<file path="src/rtl/input_spi.sv">
// Serial frame receiver: each data bit is sent as marker(1), data, stop(0),
// LSB first, while en_in is held low. Delivers a byte with a one-cycle valid
// pulse, or a one-cycle err pulse on a framing error or an aborted frame.
module input_spi #(
  parameter int unsigned BITS = 8
) (
  input  logic            clk,
  input  logic            rst,
  input  logic            in,
  input  logic            en_in,
  output logic [BITS-1:0] out,
  output logic            valid,
  output logic            err,
  output logic            busy
);

  localparam int unsigned CW = (BITS > 1) ? $clog2(BITS) : 1;
  localparam logic [CW-1:0] LAST_BIT = CW'(BITS - 1);

  typedef enum logic [1:0] {
    IDLE = 2'd0,
    MARK = 2'd1,
    DATA = 2'd2,
    STOP = 2'd3
  } state_e;

  state_e          state_q, state_d;
  logic [CW-1:0]   bitcnt_q, bitcnt_d;
  logic [BITS-1:0] sr_q, sr_d;
  logic [BITS-1:0] out_q, out_d;
  logic            valid_q, valid_d;
  logic            err_q, err_d;
  logic            busy_q, busy_d;

  // Next-state and output decode; en_in abort takes priority over the line.
  always_comb begin
    state_d  = state_q;
    bitcnt_d = bitcnt_q;
    sr_d     = sr_q;
    out_d    = out_q;
    valid_d  = 1'b0;
    err_d    = 1'b0;

    unique case (state_q)
      IDLE: begin
        if (!en_in && in) begin
          state_d  = DATA;
          bitcnt_d = '0;
        end
      end
      MARK: begin
        if (en_in || !in) begin
          state_d = IDLE;
          err_d   = 1'b1;
        end else begin
          state_d = DATA;
        end
      end
      DATA: begin
        if (en_in) begin
          state_d = IDLE;
          err_d   = 1'b1;
        end else begin
          sr_d[bitcnt_q] = in;
          state_d        = STOP;
        end
      end
      STOP: begin
        if (en_in || in) begin
          state_d = IDLE;
          err_d   = 1'b1;
        end else if (bitcnt_q == LAST_BIT) begin
          state_d = IDLE;
          out_d   = sr_q;
          valid_d = 1'b1;
        end else begin
          state_d  = MARK;
          bitcnt_d = bitcnt_q + CW'(1);
        end
      end
      default: state_d = IDLE;
    endcase

    busy_d = (state_d != IDLE);
  end

  // State and output registers with synchronous reset.
  always_ff @(posedge clk) begin
    if (rst) begin
      state_q  <= IDLE;
      bitcnt_q <= '0;
      sr_q     <= '0;
      out_q    <= '0;
      valid_q  <= 1'b0;
      err_q    <= 1'b0;
      busy_q   <= 1'b0;
    end else begin
      state_q  <= state_d;
      bitcnt_q <= bitcnt_d;
      sr_q     <= sr_d;
      out_q    <= out_d;
      valid_q  <= valid_d;
      err_q    <= err_d;
      busy_q   <= busy_d;
    end
  end

  assign out   = out_q;
  assign valid = valid_q;
  assign err   = err_q;
  assign busy  = busy_q;

endmodule
</file>
<file path="config.mk">
export PLATFORM = sky130hd
export DESIGN_NAME = input_spi
export DESIGN_NICKNAME = d
export VERILOG_FILES = /design/src/rtl/input_spi.sv
export SDC_FILE = /design/constraint.sdc
export NUM_CORES = 1
export LEC_CHECK = 0
export ABC_AREA = 1
export CAP_MARGIN = 20
export CORE_MARGIN = 5
export CORE_UTILIZATION = 30
export DETAILED_ROUTE_END_ITERATION = 10
export GPL_TIMING_DRIVEN = 1
export SETUP_SLACK_MARGIN = 0.05
export SLEW_MARGIN = 25
export SYNTH_ARGS = -nofsm -noshare
export SYNTH_HDL_FRONTEND = slang
export SYNTH_SLANG_ARGS = --single-unit
</file>
<file path="constraint.sdc">
create_clock -name clk -period 1.2 [get_ports clk]
set_input_delay 0.24 -clock clk [delete_from_list [all_inputs] [get_ports clk]]
set_output_delay 0.24 -clock clk [all_outputs]
set_load 0.005 [all_outputs]
</file>
; ---- Word level (Yosys, flattened, before mapping)
; Cells that the tools add are included.
[totals]
reg_bits = 24
output_inout_bits = 11
[op_classes]
n_bitwise = 3
n_eq_ne = 7
n_lt_le_gt_ge = 2
reduce_logical = 13
muxes = 18
add_sub_neg = 1
[op_table]
columns = op, n
row1 = $mux W3, 3
row2 = $bwmux W8, 1
row3 = $pmux W2 S4, 1
row4 = $mux W1, 7
row5 = $mux W2, 3
row6 = $ne A2 B2 Y1 const B, 3
row7 = $pmux W3 S2, 1
row8 = $eq A2 B2 Y1 const B, 2
row9 = $lt A3 B4 Y1 const B, 1
row10 = $reduce_and A4 Y1, 1
row11 = $reduce_bool A2 Y1, 2
row12 = $add A3 B1 Y3 const B, 1
row13 = $demux W1 S3, 1
row14 = $eq A3 B3 Y1 const B, 1
row15 = $ge A3 B1 Y1 const B, 1
row16 = $not A1 Y1, 3
row17 = $pmux W1 S3, 1
row18 = $reduce_and A3 Y1, 1
row19 = $reduce_or A3 Y1, 1
row20 = $eq A2 B1 Y1 const B, 1
row21 = $logic_and A1 B1 Y1, 2
row22 = $logic_not A1 Y1, 2
row23 = $logic_not A2 Y1, 1
row24 = $logic_or A1 B1 Y1, 2
row25 = $reduce_and A2 Y1, 1

; ---- Longest topological paths before layout
; Gate-level depths: netlist of the first run.
[logic_depth]
word_depth = 5
depth_mapped = 8
depth_no_buf = 8

; ---- Least setup slack after synthesis of the first run
; OpenSTA, ideal clock, no wires.
[synth_timing]
path_type = reg2reg
startpoint = register bitcnt_q[0]
endpoint = register out_q[6], in the netlist out[6]
period_less_slack_ps = 1257
stages_incl_launch_ff = 7
required_ps = 1084
path_slack_ps = -57
t_arrival_ps = 1141
cell_sequence = dfxtp_1 -> ha_1 -> ha_1 -> nand3_4 -> buf_6 -> o21ai_1 -> a21oi_1
[synth_via]
elab_chain_len = 2
[synth_lines]
columns = item, line_no
row1 = from (decl), 28  ; logic [CW-1:0] bitcnt_q, bitcnt_d;
row2 = from (signal assigned), 99  ; bitcnt_q <= bitcnt_d;
row3 = $eq A3 B3 Y1, 72  ; end else if (bitcnt_q == LAST_BIT) begin
row4 = $reduce_and A3 Y1 (no line), -
row5 = to (signal assigned), 101  ; out_q <= out_d;
row6 = to (decl), 30  ; logic [BITS-1:0] out_q, out_d;
; Every way passes these cells.
; A chain may end at the register's enable or synchronous reset.

; ---- Final worst setup path of the first run
[layout_timing]
startpoint = register bitcnt_q[0]
endpoint = register out_q[0], in the netlist out[0]
; Same word-level chain as after synthesis.

==> results.py, run 1 <==
metrics = {
    "synth": {
        "yosysMostFrequentCell": "nor2_1",
        "avgSynthCellArea_um2": 7.215,
        "synth_top_area_frac": 0.4324,
        "synth_edf_count": 0,
        "synthesis.area_um2": 1111,
        "yosysWarnings": 0,
        "synth_cells": 154,
        "synth_common_cells": "nor2_1 (34), dfxtp_1 (24), inv_1 (20), nand2_1 (20), o21ai_0 (14)",
        "synth_area_leader_cell": "dfxtp_1",
        "synthArstFlopShare": 0,
        "synthTopCellsByArea": "dfxtp_1 (43%), nor2_1 (11%), inv_1 (6.8%)",
        "netlist-cell-type-count": 18,
        "syn_nets": 160,
        "ys.flop_type": "dfxtp_1",
        "synth-seq-cells": 24,
        "synth-seq-area-share": 0.4324,
    },
    "clock_network": {
        "clock_sinks": 24,
        "cts.clk_slew.worst_paths_ns": 0.08,
        "cts_root_buf": "clkbuf_8",
        "cts_buffers": 3,
        "cts_htree_levels": 1,
        "cts_buffer_depth": 2,
        "clkLatencyLatePin_ns": 0.26,
        "cts_tree": "yes",
        "cts_hold_buf": 0,
    },
    "worst_setup_path": {
        "cp_num_buf_inv": 1,
        "critPathArrivalTime_ns": 1.39,
        "r2r-start": "bitcnt_q[0]$_SDFFE_PP0P_",
        "critPathLaunch": "bitcnt_q[0]$_SDFFE_PP0P_",
        "cp_top_family": "flip-flops",
        "startpoint_type": "flop",
        "worst_path_max_delay_cell": "dfxtp_2",
        "crit_chain": "ha_4, ha_4, nand3_4, buf_4, a21oi_1",
        "cp_common_cell": "ha_4",
        "cp.required_ns": 1.40,
        "cp-end-kind": "flop",
        "slowest_delay_ns": 0.36,
        "timing.critical_path.fanout_max": 8,
        "crit_type": "flop to flop",
    },
    "route": {
        "drc": 0,
        "route.top_layer_used": "met4",
        "wl_met3_um": 81,
        "drt_pass1_iterations": 4,
        "routed_wl_mm": 2.411,
        "routed_via_density": 4.418,
        "vias": 1056,
        "drt-initial-drc-count": 80,
        "ant_nets": 0,
        "wirelength_met1_mm": 1.160,
        "wl_per_cell_um": 10.09,
        "met2_length_mm": 1.141,
    },
    "min_path": {
        "hp-start": "out[3]$_SDFFE_PP0P_",
        "hold_path.class": "flop to flop",
    },
    "placement": {
        "gp_congestion": 0.7745,
        "dp_hpwl_mm": 1.601,
        "placed_area_um2": 1416,
        "pre_cts_ws_ns": -0.3533,
        "io_buffers": 14,
    },
    "die": {
        "row_count": 22,
        "dieArea_um2": 5020,
        "die_h_um": 70.86,
        "die_x_um": 70.86,
        "core-area_um2": 3633,
        "ioPinCount": 15,
        "initial_core_util": 0.3058,
    },
    "timing": {
        "finalCriticalPeriod_ns": 1.196,
        "fin_skew_ns": 0.002021,
        "setup_violations": 0,
        "max_slew_margin": 0.7214,
        "rsz0062_at_grt": "yes",
        "layout_setup_ws_ns": 0.004353,
        "fmax_mhz": 836.4,
        "drv_slew": 0,
        "worst_pin_slew_ns": 0.4164,
        "hold_viol_final": 0,
        "fin_crit_sh": 0.9964,
    },
    "grt": {
        "antenna_found_initial": 0,
        "grt_max_degree": 20,
        "first_global_vias": 912,
        "grt_pass1_wl_mm": 3.843,
        "grt-ovfl-total": 0,
        "track_usage": 0.09309,
    },
    "final_layout": {
        "multi_input_area_um2": 608.1,
        "antenna_cells": 0,
        "nFillCells": 382,
        "design_area_um2": 1640,
        "areaGrowthSynthToFinish_pct": 47.63,
        "seqCellArea_um2": 496.7,
        "drive_gt1_frac": 0.3403,
        "fin_nets": 198,
        "final_core_util": 0.4514,
    },
    "flow_run": {
        "drv_cap": 0,
    },
    "pwr": {
        "p_total_uw": 1740,
        "leakagePower_uw": 0.0007020,
        "cellPowerDensity_nw_per_um2": 1061,
        "peakVddDrop_uv": 592.1,
    },
    "status": {
        "status": "completed",
    },
}
-- final cells by class --
class,instances,share of cell area
Multi-Input combinational cell,106,0.3707
Sequential cell,24,0.3028
Timing Repair Buffer,36,0.1907
Inverter,21,0.05568
Tap cell,48,0.03661
Clock buffer,3,0.02517
Clock inverter,1,0.01831
-- sequential cells by signal, indices dropped and copies added (netlist names) --
| name | flops |
|---|---|
| out | 8 |
| sr_q | 8 |
| bitcnt_q | 3 |
| state_q | 2 |
| busy | 1 |
| err | 1 |
| valid | 1 |
-- worst paths after layout --
| path | end | slack [ns] | depth (start not counted) |
|---|---|---|---|
| setup / recovery | out[0]$_SDFFE_PP0P_ | 0.004 | 5 |
| hold / removal | out[3]$_SDFFE_PP0P_ | 0.44 | 2 |
| setup reg to reg | out[0]$_SDFFE_PP0P_ | 0.004 | 5 |
| hold reg to reg | out[3]$_SDFFE_PP0P_ | 0.44 | 2 |
-- metrics by stage --
stage	hold slack [ns]	setup TNS (ns)	std cells
floorplan	0.3116	0	154
global placement	0.4349	-6.098	228
detailed placement	0.4395	-6.390	228
CTS	0.4493	0	233
global route	0.4630	-0.7883	239
finish	0.4416	0	239
-- cell families (layout without fill, tap and decap cells) --
family / Yosys count / in the layout / share of synthesized area
adders and majority gates: 2 / 2 / 0.02252
and+or+nand+nor: 76 / 78 / 0.3119
AOI/OAI and AO/OA: 26 / 26 / 0.1171
buffers and inverters: 26 / 61 / 0.1160
DFF: 24 / 24 / 0.4324
-- layout by cell type, fill, tap and decap left out --
cell             instances
nand2_1                 16
nand3_2                  1
nor3_1                   5
dfxtp_2                 10
dfxtp_4                  1
o21ai_0                  8
a21oi_2                  1
nand2_2                  5
o21ai_2                  2
o21ai_1                  5
nand3_4                  4
nand4_1                  3
nor2_4                   2
buf_4                   18
clkinvlp_4               2
ha_4                     2
clkbuf_8                 3
dlygate4sd2_1           13
a21oi_1                 10
nor2_1                  30
inv_4                    2
dfxtp_1                 13
nor2_2                   3
inv_2                    3
buf_12                   1
nand3_1                  8
and2_2                   1
inv_1                   14
bufinv_16                1
buf_6                    3
clkdlybuf4s50_1          1
-- power breakdown --
| part | leakage (uW) | internal (uW) | switching (uW) |
|---|---|---|---|
| clock network | 0.0000357 | 446 | 255 |
| logic | 0.000467 | 93.1 | 118 |
| registers | 0.000200 | 812 | 15.9 |
-- what timing repair did --
item	in CTS	in global routing
resized for setup	30	25
cloned	0	2
setup endpoints to repair	32	22
buffers inserted	1	4
pin swaps	4	4
-- tightest hold or removal path, cell delays in order, from the launching register on --
cell	delay [ns]
dfxtp_2	0.32
inv_1	0.04
a21oi_1	0.05
-- routing by layer --
metal / track usage / vias to the layer above
li1: - / 574
met1: 0.1230 / 471
met2: 0.1432 / 9
met3: 0.02131 / 2
met4: 0.04384 / 0
met5: 0 / -
(Power assumes the default switching activity.)
==> run 2, diff against run 1 <==
--- a/config.mk
+++ b/config.mk
@@ -11,7 +11,7 @@
 export CORE_UTILIZATION = 30
 export DETAILED_ROUTE_END_ITERATION = 10
 export GPL_TIMING_DRIVEN = 1
-export SETUP_SLACK_MARGIN = 0.05
+export SETUP_SLACK_MARGIN = 0.02
 export SLEW_MARGIN = 25
 export SYNTH_ARGS = -nofsm -noshare
 export SYNTH_HDL_FRONTEND = slang
==> run 2 against run 1 <==
Critical path depth is 3 higher. Via count is 1.8% higher. Global-route usage is 1.0 points higher. First-iteration DRC count is 26% lower. Total power is 7.8% lower. Non-clock buffer count is 4 higher. Routed wire length is 7.1% higher. Flip-flop and latch count stayed put. Critical path type unchanged. Clock-buffer cell count is 1 higher. Sequential share of layout area is 0.14 points lower. Die area stayed put.
==> results.py, run 2 (synthesized netlist as in run 1, its figures left out) <==
metrics = {
    "status": {
        "status": "completed",
    },
    "timing": {
        "fmax_mhz": 834.0,
        "fin_crit_sh": 0.9991,
        "worst_pin_slew_ns": 0.2058,
        "drv_slew": 0,
        "finalCriticalPeriod_ns": 1.199,
        "fin_skew_ns": 0.004116,
        "rsz0062_at_grt": "yes",
        "hold_viol_final": 0,
        "setup_violations": 0,
        "max_slew_margin": 0.8614,
        "tns_ns": 0,
    },
    "pwr": {
        "cellPowerDensity_nw_per_um2": 966.3,
        "peakVddDrop_uv": 398.2,
        "leakagePower_uw": 0.0007284,
    },
    "route": {
        "drt-initial-drc-count": 59,
        "vias": 1075,
        "routed_wl_mm": 2.583,
        "wl_per_cell_um": 10.63,
        "ant_nets": 0,
        "drt_pass1_iterations": 4,
        "drc": 0,
        "routed_via_density": 4.424,
    },
    "worst_setup_path": {
        "startpoint_type": "flop",
        "crit_type": "flop to flop",
        "cp.required_ns": 1.37,
        "critPathArrivalTime_ns": 1.37,
        "timing.critical_path.fanout_max": 4,
        "cp-end-kind": "flop",
    },
    "final_layout": {
        "drive_gt1_frac": 0.3744,
        "fin_nets": 202,
        "final_common_cell": "nor2_1",
        "antenna_cells": 0,
        "nFillCells": 366,
        "design_area_um2": 1660,
        "most-common-layout-cells": "nor2_1 (29), buf_4 (22), nand2_1 (18)",
        "areaGrowthSynthToFinish_pct": 49.44,
        "instances_no_fill": 243,
    },
    "placement": {
        "gp_congestion": 0.7971,
        "dp.cells": 230,
        "placed_area_um2": 1421,
        "io_buffers": 14,
        "dp_hpwl_mm": 1.619,
    },
    "clock_network": {
        "cts_buffers": 3,
        "clock_sinks": 24,
        "cts.clk_slew.worst_paths_ns": 0.09,
        "cts_htree_levels": 1,
        "cts_root_buf": "clkbuf_8",
        "clkLatencyLatePin_ns": 0.27,
        "cts_buffer_depth": 2,
        "cts_tree": "yes",
    },
    "die": {
        "die_x_um": 70.86,
        "die_h_um": 70.86,
        "dieArea_um2": 5020,
        "initial_core_util": 0.3058,
        "ioPinCount": 15,
        "core-area_um2": 3633,
        "row_count": 22,
    },
    "flow_run": {
        "drv_cap": 0,
    },
    "min_path": {
        "hold_path.class": "flop to flop",
    },
    "grt": {
        "first_global_vias": 953,
        "grt_pass1_wl_mm": 4.167,
        "grt-ovfl-total": 0,
        "track_usage": 0.1036,
        "antenna_found_initial": 0,
        "grt_max_degree": 20,
    },
}
## run 2: through the flow
step	hold slack [ns]	setup slack, ns	power (uW)	util
after floorplan	0.3116	0.004789	955.2	-
after global placement	0.4332	-0.3519	1033	0.3912
after detailed placement	0.4348	-0.3525	1032	0.3912
after CTS	0.4429	-0.009092	1603	0.4211
after global routing	0.4633	-0.1074	1686	0.4570
final	0.4398	0.001021	1604	0.4570
## run 2: worst paths after layout
check	startpoint	end	slack, ns	depth (start not counted)
setup / recovery	bitcnt_q[0]$_SDFFE_PP0P_	bitcnt_q[2]$_SDFFE_PP0P_	0.001	8
hold / removal	out[3]$_SDFFE_PP0P_	out[3]$_SDFFE_PP0P_	0.44	2
setup reg to reg	bitcnt_q[0]$_SDFFE_PP0P_	bitcnt_q[2]$_SDFFE_PP0P_	0.001	8
hold reg to reg	out[3]$_SDFFE_PP0P_	out[3]$_SDFFE_PP0P_	0.44	2
## run 2: timing repair
item / in CTS / in global routing
resized for setup: 35 / 26
buffers inserted: 0 / 7
gates cloned: 1 / 1
hold buffers: 0 / 0
setup endpoints to repair: 29 / 21
pin swaps: 5 / 10
## run 2: area by class of cell
type	instances	area, um^2	area share
clock buffers	4	55.05	0.03316
inverters	21	82.58	0.04974
multi-input cells	106	619.3	0.3730
flip-flops and latches	24	500.5	0.3014
well taps	48	60.06	0.03617
repair buffers	40	342.8	0.2065
## run 2: worst max-delay path, stage by stage, from the launching register on
cell     delay [ns]
dfxtp_2        0.35
ha_4           0.16
ha_4           0.19
inv_2          0.06
nand3_2        0.08
nand2_2        0.09
nand4_1        0.08
nand2_1        0.06
nor2_1         0.04
## run 2: report_power, final
part | internal, uW | total (uW) | switching (uW)
Combinational | 101 | 221 | 120
Sequential | 810 | 826 | 15.7
Clock | 293 | 557 | 264
## run 2: metal layers
metal | up-vias | global-route usage | part of all wire
li1 | 576 | - | -
met1 | 481 | 0.1288 | 0.45
met5 | - | 0 | 0
met2 | 12 | 0.1668 | 0.49
met3 | 6 | 0.02131 | 0.032
met4 | 0 | 0.05637 | 0.021
==> run 3, diff against run 2 <==
--- a/config.mk
+++ b/config.mk
@@ -8,9 +8,10 @@
 export ABC_AREA = 1
 export CAP_MARGIN = 20
 export CORE_MARGIN = 5
-export CORE_UTILIZATION = 30
+export CORE_UTILIZATION = 47
 export DETAILED_ROUTE_END_ITERATION = 10
 export GPL_TIMING_DRIVEN = 1
+export PLACE_DENSITY = 0.73
 export SETUP_SLACK_MARGIN = 0.02
 export SLEW_MARGIN = 25
 export SYNTH_ARGS = -nofsm -noshare
==> run 3 against run 2 <==
The flow now finishes with violations (setup timing). Fmax shrank 2.0%. Total power rose by 0.39%. Non-clock buffer count is 12 lower. Flip-flop and latch count unchanged. Global-route usage up 4.3 points. Worst hold slack better by 0.016 ns. Clock power up 4.7%. Final area shrank 9.3%. Critical path type unchanged. Largest cell class unchanged.
==> results.py, run 3 (synthesized netlist as in run 1, its figures left out) <==
metrics = {
    "worst_setup_path": {
        "crit_type": "flop to flop",
        "startpoint_type": "flop",
        "cp-end-kind": "flop",
        "critPathArrivalTime_ns": 1.45,
        "timing.critical_path.fanout_max": 3,
        "cp.required_ns": 1.43,
    },
    "clock_network": {
        "cts_hold_buf": 0,
        "clkLatencyLatePin_ns": 0.31,
        "cts_buffer_depth": 2,
        "cts_tree": "yes",
        "cts_htree_levels": 1,
        "clock_sinks": 24,
        "cts_buffers": 3,
        "cts.clk_slew.worst_paths_ns": 0.14,
        "cts_root_buf": "clkbuf_4",
    },
    "pwr": {
        "peakVddDrop_uv": 694.5,
        "internal_power_uw": 1233,
        "pwr-share-clk": 0.362,
        "share_comb_of_total_power": 0.124,
        "power_switching_share": 0.2345,
        "p_switching_uw": 377.7,
        "cellPowerDensity_nw_per_um2": 1070,
        "pwr-share-seq": 0.515,
        "leakagePower_uw": 0.0006382,
    },
    "grt": {
        "first_global_vias": 936,
        "grt_max_degree": 20,
        "grt-ovfl-total": 0,
        "met1_usage": 0.1844,
        "met3_usage": 0.02632,
        "grt_pass1_wl_mm": 3.933,
        "track_usage": 0.1470,
        "antenna_found_initial": 0,
        "grt.met2_usage": 0.2536,
        "grt_most_used_layer": "met2",
    },
    "final_layout": {
        "final_common_cell": "nor2_1",
        "most-common-layout-cells": "nor2_1 (30), nand2_1 (19), inv_1 (15)",
        "areaGrowthSynthToFinish_pct": 35.47,
        "drive_gt1_frac": 0.2983,
        "fin_nets": 188,
        "antenna_cells": 0,
    },
    "route": {
        "drt-initial-drc-count": 39,
        "drt_pass1_iterations": 4,
        "drc": 0,
        "vias": 1039,
        "ant_nets": 0,
        "routed_via_density": 4.971,
        "routed_wl_mm": 2.512,
        "wl_per_cell_um": 12.02,
    },
    "die": {
        "dieArea_um2": 3436,
        "core-area_um2": 2233,
        "row_count": 17,
        "ioPinCount": 15,
        "initial_core_util": 0.4975,
        "die_x_um": 58.62,
        "die_h_um": 58.62,
    },
    "timing": {
        "finalCriticalPeriod_ns": 1.224,
        "worst_pin_slew_ns": 0.2885,
        "tns_ns": -0.04441,
        "fmax_mhz": 817.0,
        "layout_setup_ws_ns": -0.02401,
        "timing.hold.ws_ns": 0.4554,
        "drv_slew": 0,
        "setup_violations": 4,
        "hold_viol_final": 0,
        "fin_skew_ns": 0.005484,
        "rsz0062_at_grt": "yes",
        "fin_crit_sh": 1.020,
        "max_slew_margin": 0.8073,
    },
    "min_path": {
        "hold_path.class": "flop to flop",
    },
    "status": {
        "status": "finished, violations left",
        "violations": "setup timing",
    },
    "placement": {
        "io_buffers": 14,
        "dp_hpwl_mm": 1.746,
        "gp_congestion": 0.8425,
    },
    "flow_run": {
        "drv_cap": 0,
    },
}
-- run 3: worst paths after layout --
check,from,endpoint,slack (ns),depth (start not counted)
setup reg to reg,bitcnt_q[0]$_SDFFE_PP0P_,bitcnt_q[0]$_SDFFE_PP0P_,-0.02,8
setup / recovery,bitcnt_q[0]$_SDFFE_PP0P_,bitcnt_q[0]$_SDFFE_PP0P_,-0.02,8
hold reg to reg,out[0]$_SDFFE_PP0P_,out[0]$_SDFFE_PP0P_,0.46,2
hold / removal,out[0]$_SDFFE_PP0P_,out[0]$_SDFFE_PP0P_,0.46,2
-- run 3: area by class of cell --
type / count / area, um^2
fillers: 196 / 728.2
multi-input cells: 104 / 576.8
flip-flops and latches: 24 / 499.2
repair buffers: 28 / 259.0
inverters: 21 / 82.58
well taps: 28 / 35.03
clock inverters: 1 / 30.03
clock buffers: 3 / 22.52
-- run 3: critical path, cell delays in order (launching register included) --
cell	delay, ns
dfxtp_2	0.36
ha_4	0.16
ha_4	0.17
inv_2	0.07
nand3_4	0.08
nand2_4	0.07
nand4_1	0.08
nand2_1	0.08
nor2_1	0.05
-- run 3: timing repair --
item,CTS,global route
hold endpoints to repair,0,0
pin swaps,3,3
endpoints found under the setup margin,26,26
buffers inserted,0,1
resized for setup,30,23
-- run 3: stage by stage --
step	instances	setup WS [ns]	utilization	instance area [um^2]	power, uW
2_1_floorplan	154	0.004789	-	1116	955.2
3_3_place_gp	204	-0.2895	0.6050	1351	1012
3_5_place_dp	204	-0.3224	0.6050	1351	1019
4_1_cts	208	-0.01508	0.6465	1444	1605
5_1_grt	209	-0.09799	0.6740	1505	1680
6_report	209	-0.02401	0.6740	1505	1611
-- run 3: per-layer routing --
layer  wire (um)  part of all wire
met1        1128              0.45
met2        1264              0.50
met3          91             0.036
met4          27             0.011
met5           0                 0
-- run 3: power by group through the flow --
| stage | Combinational [uW] | Clock, uW | Sequential, uW |
|---|---|---|---|
| finish | 199 | 583 | 829 |
| global route | 220 | 629 | 831 |
| CTS | 181 | 595 | 829 |
| detailed placement | 176 | 0 | 843 |
| global placement | 171 | 0 | 841 |
| floorplan | 111 | 0 | 844 |
